$ cat src/rtl/cla_adder_32.sv
// cla_adder_32: 32-bit two-level carry-lookahead adder with registered outputs.
// Computes {cout, sum} = a + b + cin. Eight 4-bit lookahead groups produce group
// generate/propagate, and a second-level unit forms every group carry-in
// directly from them, so there is no ripple between groups.
//
// Ports:
//   clk       in   rising-edge clock
//   rst_n     in   asynchronous active-low reset (clears all outputs)
//   in_valid  in   operands valid this cycle
//   a, b      in   32-bit unsigned operands
//   cin       in   carry into bit 0
//   out_valid out  registered copy of in_valid
//   sum       out  registered (a + b + cin) mod 2^32, held when in_valid = 0
//   cout      out  registered carry out of bit 31
//   ovf       out  registered signed overflow (carry into bit 31 ^ carry out)
module cla_adder_32 #(
  parameter int unsigned WIDTH   = 32,
  parameter int unsigned GROUP_W = 4
) (
  input  logic             clk,
  input  logic             rst_n,
  input  logic             in_valid,
  input  logic [WIDTH-1:0] a,
  input  logic [WIDTH-1:0] b,
  input  logic             cin,
  output logic             out_valid,
  output logic [WIDTH-1:0] sum,
  output logic             cout,
  output logic             ovf
);

  localparam int unsigned NumGroups = WIDTH / GROUP_W;

  // The group equations below are written out for exactly 4 bits x 8 groups.
  generate
    if (WIDTH != 32 || GROUP_W != 4) begin : g_param_check
      $error("cla_adder_32 supports only WIDTH = 32 and GROUP_W = 4");
    end
  endgenerate

  logic [WIDTH-1:0]     p;      // bit propagate
  logic [WIDTH-1:0]     g;      // bit generate
  logic [WIDTH-1:0]     c;      // carry into each bit
  logic [NumGroups-1:0] grp_p;
  logic [NumGroups-1:0] grp_g;
  logic [NumGroups:0]   grp_c;  // carry into each group; grp_c[NumGroups] is cout

  assign p = a ^ b;
  assign g = a & b;

  // First level: group P/G and expanded in-group carries from the group carry-in.
  for (genvar k = 0; k < NumGroups; k++) begin : g_group
    localparam int unsigned B = k * GROUP_W;

    assign grp_p[k] = p[B+3] & p[B+2] & p[B+1] & p[B];
    assign grp_g[k] = g[B+3]
                    | (p[B+3] & g[B+2])
                    | (p[B+3] & p[B+2] & g[B+1])
                    | (p[B+3] & p[B+2] & p[B+1] & g[B]);

    assign c[B]   = grp_c[k];
    assign c[B+1] = g[B] | (p[B] & grp_c[k]);
    assign c[B+2] = g[B+1]
                  | (p[B+1] & g[B])
                  | (p[B+1] & p[B] & grp_c[k]);
    assign c[B+3] = g[B+2]
                  | (p[B+2] & g[B+1])
                  | (p[B+2] & p[B+1] & g[B])
                  | (p[B+2] & p[B+1] & p[B] & grp_c[k]);
  end

  // Second level: each group carry-in is a flat sum of products of the group
  // G/P terms and cin. Loops unroll into parallel AND-OR trees; no carry
  // feeds another carry.
  always_comb begin
    logic term;
    logic prod;
    grp_c    = '0;
    grp_c[0] = cin;
    for (int k = 0; k < int'(NumGroups); k++) begin
      term = 1'b0;
      for (int j = 0; j <= k; j++) begin
        prod = grp_g[j];
        for (int m = j + 1; m <= k; m++) begin
          prod = prod & grp_p[m];
        end
        term = term | prod;
      end
      prod = cin;
      for (int m = 0; m <= k; m++) begin
        prod = prod & grp_p[m];
      end
      grp_c[k+1] = term | prod;
    end
  end

  logic [WIDTH-1:0] sum_d;
  logic             cout_d;
  logic             ovf_d;

  always_comb begin
    sum_d  = p ^ c;
    cout_d = grp_c[NumGroups];
    ovf_d  = c[WIDTH-1] ^ grp_c[NumGroups];
  end

  logic [WIDTH-1:0] sum_q;
  logic             cout_q;
  logic             ovf_q;
  logic             valid_q;

  always_ff @(posedge clk or negedge rst_n) begin
    if (!rst_n) begin
      sum_q   <= '0;
      cout_q  <= 1'b0;
      ovf_q   <= 1'b0;
      valid_q <= 1'b0;
    end else begin
      valid_q <= in_valid;
      if (in_valid) begin
        sum_q  <= sum_d;
        cout_q <= cout_d;
        ovf_q  <= ovf_d;
      end
    end
  end

  assign sum       = sum_q;
  assign cout      = cout_q;
  assign ovf       = ovf_q;
  assign out_valid = valid_q;

endmodule

$ cat config.mk
export PLATFORM = sky130hd
export DESIGN_NAME = cla_adder_32
export DESIGN_NICKNAME = d
export VERILOG_FILES = /design/src/rtl/cla_adder_32.sv
export SDC_FILE = /design/constraint.sdc
export NUM_CORES = 1
export LEC_CHECK = 0
export CELL_PAD_IN_SITES_DETAIL_PLACEMENT = 1
export CELL_PAD_IN_SITES_GLOBAL_PLACEMENT = 1
export CORE_MARGIN = 5
export CORE_UTILIZATION = 25
export CTS_BUF_LIST = sky130_fd_sc_hd__clkbuf_4 sky130_fd_sc_hd__clkbuf_8
export CTS_CLUSTER_SIZE = 20
export DETAILED_ROUTE_END_ITERATION = 8
export PLACE_DENSITY_LB_ADDON = 0.1
export SETUP_SLACK_MARGIN = 0.2
export SLEW_MARGIN = 40
export SYNTH_ARGS = -nofsm -noshare
export SYNTH_HDL_FRONTEND = slang
export SYNTH_SLANG_ARGS = --single-unit
$ cat constraint.sdc
create_clock -name clk -period 0.9 [get_ports clk]
set_input_delay 0.27 -clock clk [delete_from_list [all_inputs] [get_ports clk]]
set_output_delay 0.27 -clock clk [all_outputs]
set_load 0.03 [all_outputs]
# [After elaboration in Yosys (flattened, before gate mapping)]
# Cells that the tools add are included.
[totals] in_bits=68 out_inout_bits=35 register_bits=35
[op_classes] bitwise=268
[ops] operator="1-bit AND" n=156
[ops] operator="1-bit bitwise OR" n=108
[ops] operator="32-bit XOR" n=2
[ops] operator="32-bit AND" n=1
[ops] operator="1-bit XOR" n=1

# [Depth between registers and ports, before layout]
[depth] depth_word=21 mapped_depth=11 mapped_depth_nobuf=11

# [Least setup slack after synthesis]
# No wires, ideal clock.
[synth_timing] kind="input -> register" startpoint="input port a[18]" endpoint="register sum_q[28], in the netlist sum[28]" arrival_time_ns=2.573 stages=10 setup_ns=0.125 path_buffers=0 slack_ns=-1.798 cell_sequence="ha_1 > and3_1 > a221o_1 > a2111oi_4 > o311a_4 > o21ai_2 > nand3_1 > nand2_1 > fa_1 > mux2_2"
[synth_between] elab_chain_cells=15
[synth_rtl] item="from (decl)" line="23" rtl="input logic [WIDTH-1:0] a,"
[synth_rtl] item="32-bit XOR" line="48" rtl="assign p = a ^ b;"
[synth_rtl] item="1-bit AND" line="55, 58, 59"
[synth_rtl] item="1-bit AND" line="55, 59"
[synth_rtl] item="1-bit AND" line="55" rtl="assign grp_p[k] = p[B+3] & p[B+2] & p[B+1] & p[B];"
[synth_rtl] item="1-bit AND (3 in series)" line="85" rtl="prod = prod & grp_p[m];"
[synth_rtl] item="1-bit bitwise OR (6 in series)" line="87" rtl="term = term | prod;"
[synth_rtl] item="1-bit bitwise OR (*)" line="93" rtl="grp_c[k+1] = term | prod;"
[synth_rtl] item="32-bit XOR (*)" line="102" rtl="sum_d = p ^ c;"
[synth_rtl] item="net sum_d[28]" line="97" rtl="logic [WIDTH-1:0] sum_d;"
[synth_rtl] item="to (signal assigned)" line="121" rtl="sum_q <= sum_d;"
[synth_rtl] item="to (decl)" line="107" rtl="logic [WIDTH-1:0] sum_q;"
# The timed path passes the listed nets; every way through them passes the cells marked *.
# A chain may end at the register's enable or synchronous reset.

# [Worst setup path in the final report]
[layout_timing] startpoint="input port b[17]" endpoint="register sum_q[24], in the netlist sum[24]"
[layout_between] elab_chain_cells=12
[layout_rtl] item="from (decl)" line="24" rtl="input logic [WIDTH-1:0] b,"
[layout_rtl] item="32-bit XOR" line="48"
[layout_rtl] item="1-bit AND" line="55, 59"
[layout_rtl] item="1-bit AND" line="55"
[layout_rtl] item="1-bit AND (2 in series)" line="85"
[layout_rtl] item="1-bit bitwise OR (5 in series)" line="87"
[layout_rtl] item="1-bit bitwise OR (*)" line="93"
[layout_rtl] item="32-bit XOR (*)" line="102"
[layout_rtl] item="net sum_d[24]" line="97"
# Marks and branches as above.

==> metrics <==
yosys warns=0; Routed WL=slightly below 10 mm; combinational cell fraction of total power=0.575; Setup Viol. Count Final=68; syn avg cell area=10.3 µm²; Post-synth EDFFs=0; post-synthesis sequential area ratio=0.321; Avg Vias per Cell=around 4.5; wire per inst=around 16 µm; Synth Flop Type=dfrtp_1; crit path kind=input port to flop; CTS tree=built; dpl hpwl=between 7 and 8 mm; status=finished with violations; diode count=0; WP buf/inv=2; Final Util=0.529; remaining antenna violation count=0; Max-slew headroom=0.750; Worst path slowest cell=fa_2; DRC viols=0; most frequent cells in the layout=buf_4, buf_6, dfrtp_2; Setup crit start kind=input port; Flop pwr share=0.278; CP arrival=between 2 and 3 ns; clock share of power=0.147; RSZ-0062 raised after global routing=yes; Initial Util=0.254; initial antenna violation count=0; clock-pin slew on the worst setup and hold paths=approximately 0.07 ns; Worst path most repeated cell=buf_6; Yosys cell types=47; Placement Setup Slack=-2.23 ns; H-tree depth=2; delay-heaviest family, CP=compound AO/OA/AOI/OAI gates; synthesized cell area=~2700 µm²; worst setup path startpoint=b[17]; DR vias=2800; Area Overhead vs Synth=108%; largest net degree at the start of global routing=36; Root Driver=clkbuf_8; max_cap viols=0; final net count=about 580; Final Skew=0 ns; core region area=about 11000 µm²; Die Span Y=between 100 and 150 µm; Setup WS post-layout=-1.49 ns; total CTS buffers=5; measured slew at the worst slew-check pin=0.374 ns; Buffers on Ports=approximately 100; Worst IR Drop VDD=~0.83 mV; Tot GR Track Use=0.146; crit-path cells=buf_6, ha_4, a21o_1, a221o_1, a2111oi_4, o311a_4, o21ai_4, buf_6, fa_2, mux2_4; Pint=5.26 mW; Mapped Cells=roughly 260; flops & latches, synth=35; period utilization=2.65; DR iter-0 viols=between 80 and 90; multi-input logic area=2380 µm²; final instance area=between 5000 and 6000 µm²; Rows=38; Storage cell area=~900 µm²; global-route wire length before repair=between 15 and 20 mm; Max Clock Freq=419 MHz; clock buffer depth=2; final-layout fill cell count=roughly 1200; sum of negative setup slack=-44.32 ns; Fin. Hold Viols=35; I/O pins=a little over 100; first drt pass iteration count=4; RD Place Congestion=between 0.7 and 0.8; power per cell area=about 1500 nW/µm²; Clk Latency, worst-skew pair=0.29 ns; Sw Share=0.362; ys async rst share=1.00; GRT overflow=0; Leakage=2.54 nW; NetSw=between 2 and 3 mW; Fin Hold WS=-0.0620 ns; Tightest Hold Check Type=input port to async pin; vias in the first global route=between 3000 and 4000; Critical R2R Launch=sum[3]$_DFFE_PN0P_; die area=13100 µm²; placed inst area=around 4800 µm²; most common cell after layout, fill and taps aside=buf_4; Die W=about 110 µm; Syn Nets=between 300 and 400; worst-path fanout max=3; fin crit period=2.39 ns; CP Capture Type=flop; layout cells sized above 1=0.695; Req. time, crit path=1.07 ns; CP peak stage delay=~0.43 ns; Clock Sink Count=35; failing checks=hold timing, setup timing; Pins Over Slew Limit=0
-- power by group through the flow --
stage	logic [mW]	registers, mW	clock network [mW]
6_report	4.74	2.29	1.21
5_1_grt	5.06	2.35	1.33
4_1_cts	4.54	2.30	1.28
3_5_place_dp	3.98	2.27	0
3_3_place_gp	3.91	2.27	0
2_1_floorplan	1.37	2.92	0
-- final timing paths --
kind | endpoint | slack [ns] | cells past startpoint
min in group clk | sum[15]$_DFFE_PN0P_ | 0.37 | 3
max reg2reg | sum[3]$_DFFE_PN0P_ | -0.01 | 2
max in group asynchronous | sum[24]$_DFFE_PN0P_ | 0.74 | 2
min | sum[11]$_DFFE_PN0P_ | -0.06 | 2
min reg2reg | sum[0]$_DFFE_PN0P_ | 0.53 | 2
max | sum[24]$_DFFE_PN0P_ | -1.49 | 10
-- flip-flops by register name, indices dropped and copies added (netlist names) --
signal	count
ovf	1
cout	1
out_valid	1
sum	32
-- what timing repair did --
item,in CTS,in global routing
endpoints found under the hold margin,35,35
endpoints found under the setup margin,69,69
resized for setup,286,45
setup buffers,21,12
pin swaps,66,53
-- layer usage --
metal,share of wire,track usage,vias up
met5,0,0,-
met4,0.010,0.0309,0
met3,0.050,0.0359,9
met2,0.53,0.262,59
met1,0.41,0.175,1342
li1,-,-,1390
-- stage by stage --
| stage | power (mW) | instances |
|---|---|---|
| detailed placement | 6.25 | 575 |
| finish | 8.24 | 616 |
| floorplan | 4.29 | 264 |
| CTS | 8.12 | 604 |
| global route | 8.73 | 616 |
| global placement | 6.18 | 575 |
-- logic make-up (layout without fill, tap and decap cells) --
family | count (synthesis) | in the layout | synth area share
buffers and inverters | 22 | 234 | 0.0303
DFF | 35 | 35 | 0.321
muxes | 20 | 20 | 0.0839
AOI/OAI and AO/OA | 66 | 66 | 0.184
adders and majority gates | 40 | 40 | 0.206
and+or+nand+nor | 62 | 62 | 0.114
xor gates and xnor gates | 19 | 19 | 0.0610
-- area by class of cell --
cell class,count,area share
Multi-Input combinational cell,207,0.420
Timing Repair Buffer,210,0.360
Sequential cell,35,0.162
Tap cell,140,0.0308
Clock buffer,7,0.0148
Inverter,16,0.0119
Clock inverter,1,0.000881
-- synth_stat cells (2+ instances only) --
cell / n / share of area
or3_1: 3 / 0.0069
xor2_1: 5 / 0.016
nand2_1: 13 / 0.018
o21bai_1: 3 / 0.0083
a21o_1: 11 / 0.030
dfrtp_1: 35 / 0.32
nand4_1: 3 / 0.0069
and3_1: 3 / 0.0069
nand3_1: 9 / 0.017
xnor2_1: 14 / 0.045
nor2_1: 17 / 0.023
o21ai_0: 3 / 0.0055
o21a_1: 2 / 0.0055
clkbuf_1: 6 / 0.0083
nor3_1: 5 / 0.0092
ha_1: 32 / 0.15
a31oi_1: 3 / 0.0069
inv_1: 16 / 0.022
mux2_2: 19 / 0.078
a211oi_1: 3 / 0.0083
fa_1: 8 / 0.059
o211ai_1: 4 / 0.011
a21oi_1: 23 / 0.042
No activity file was read; power rests on OpenSTA's default activity.
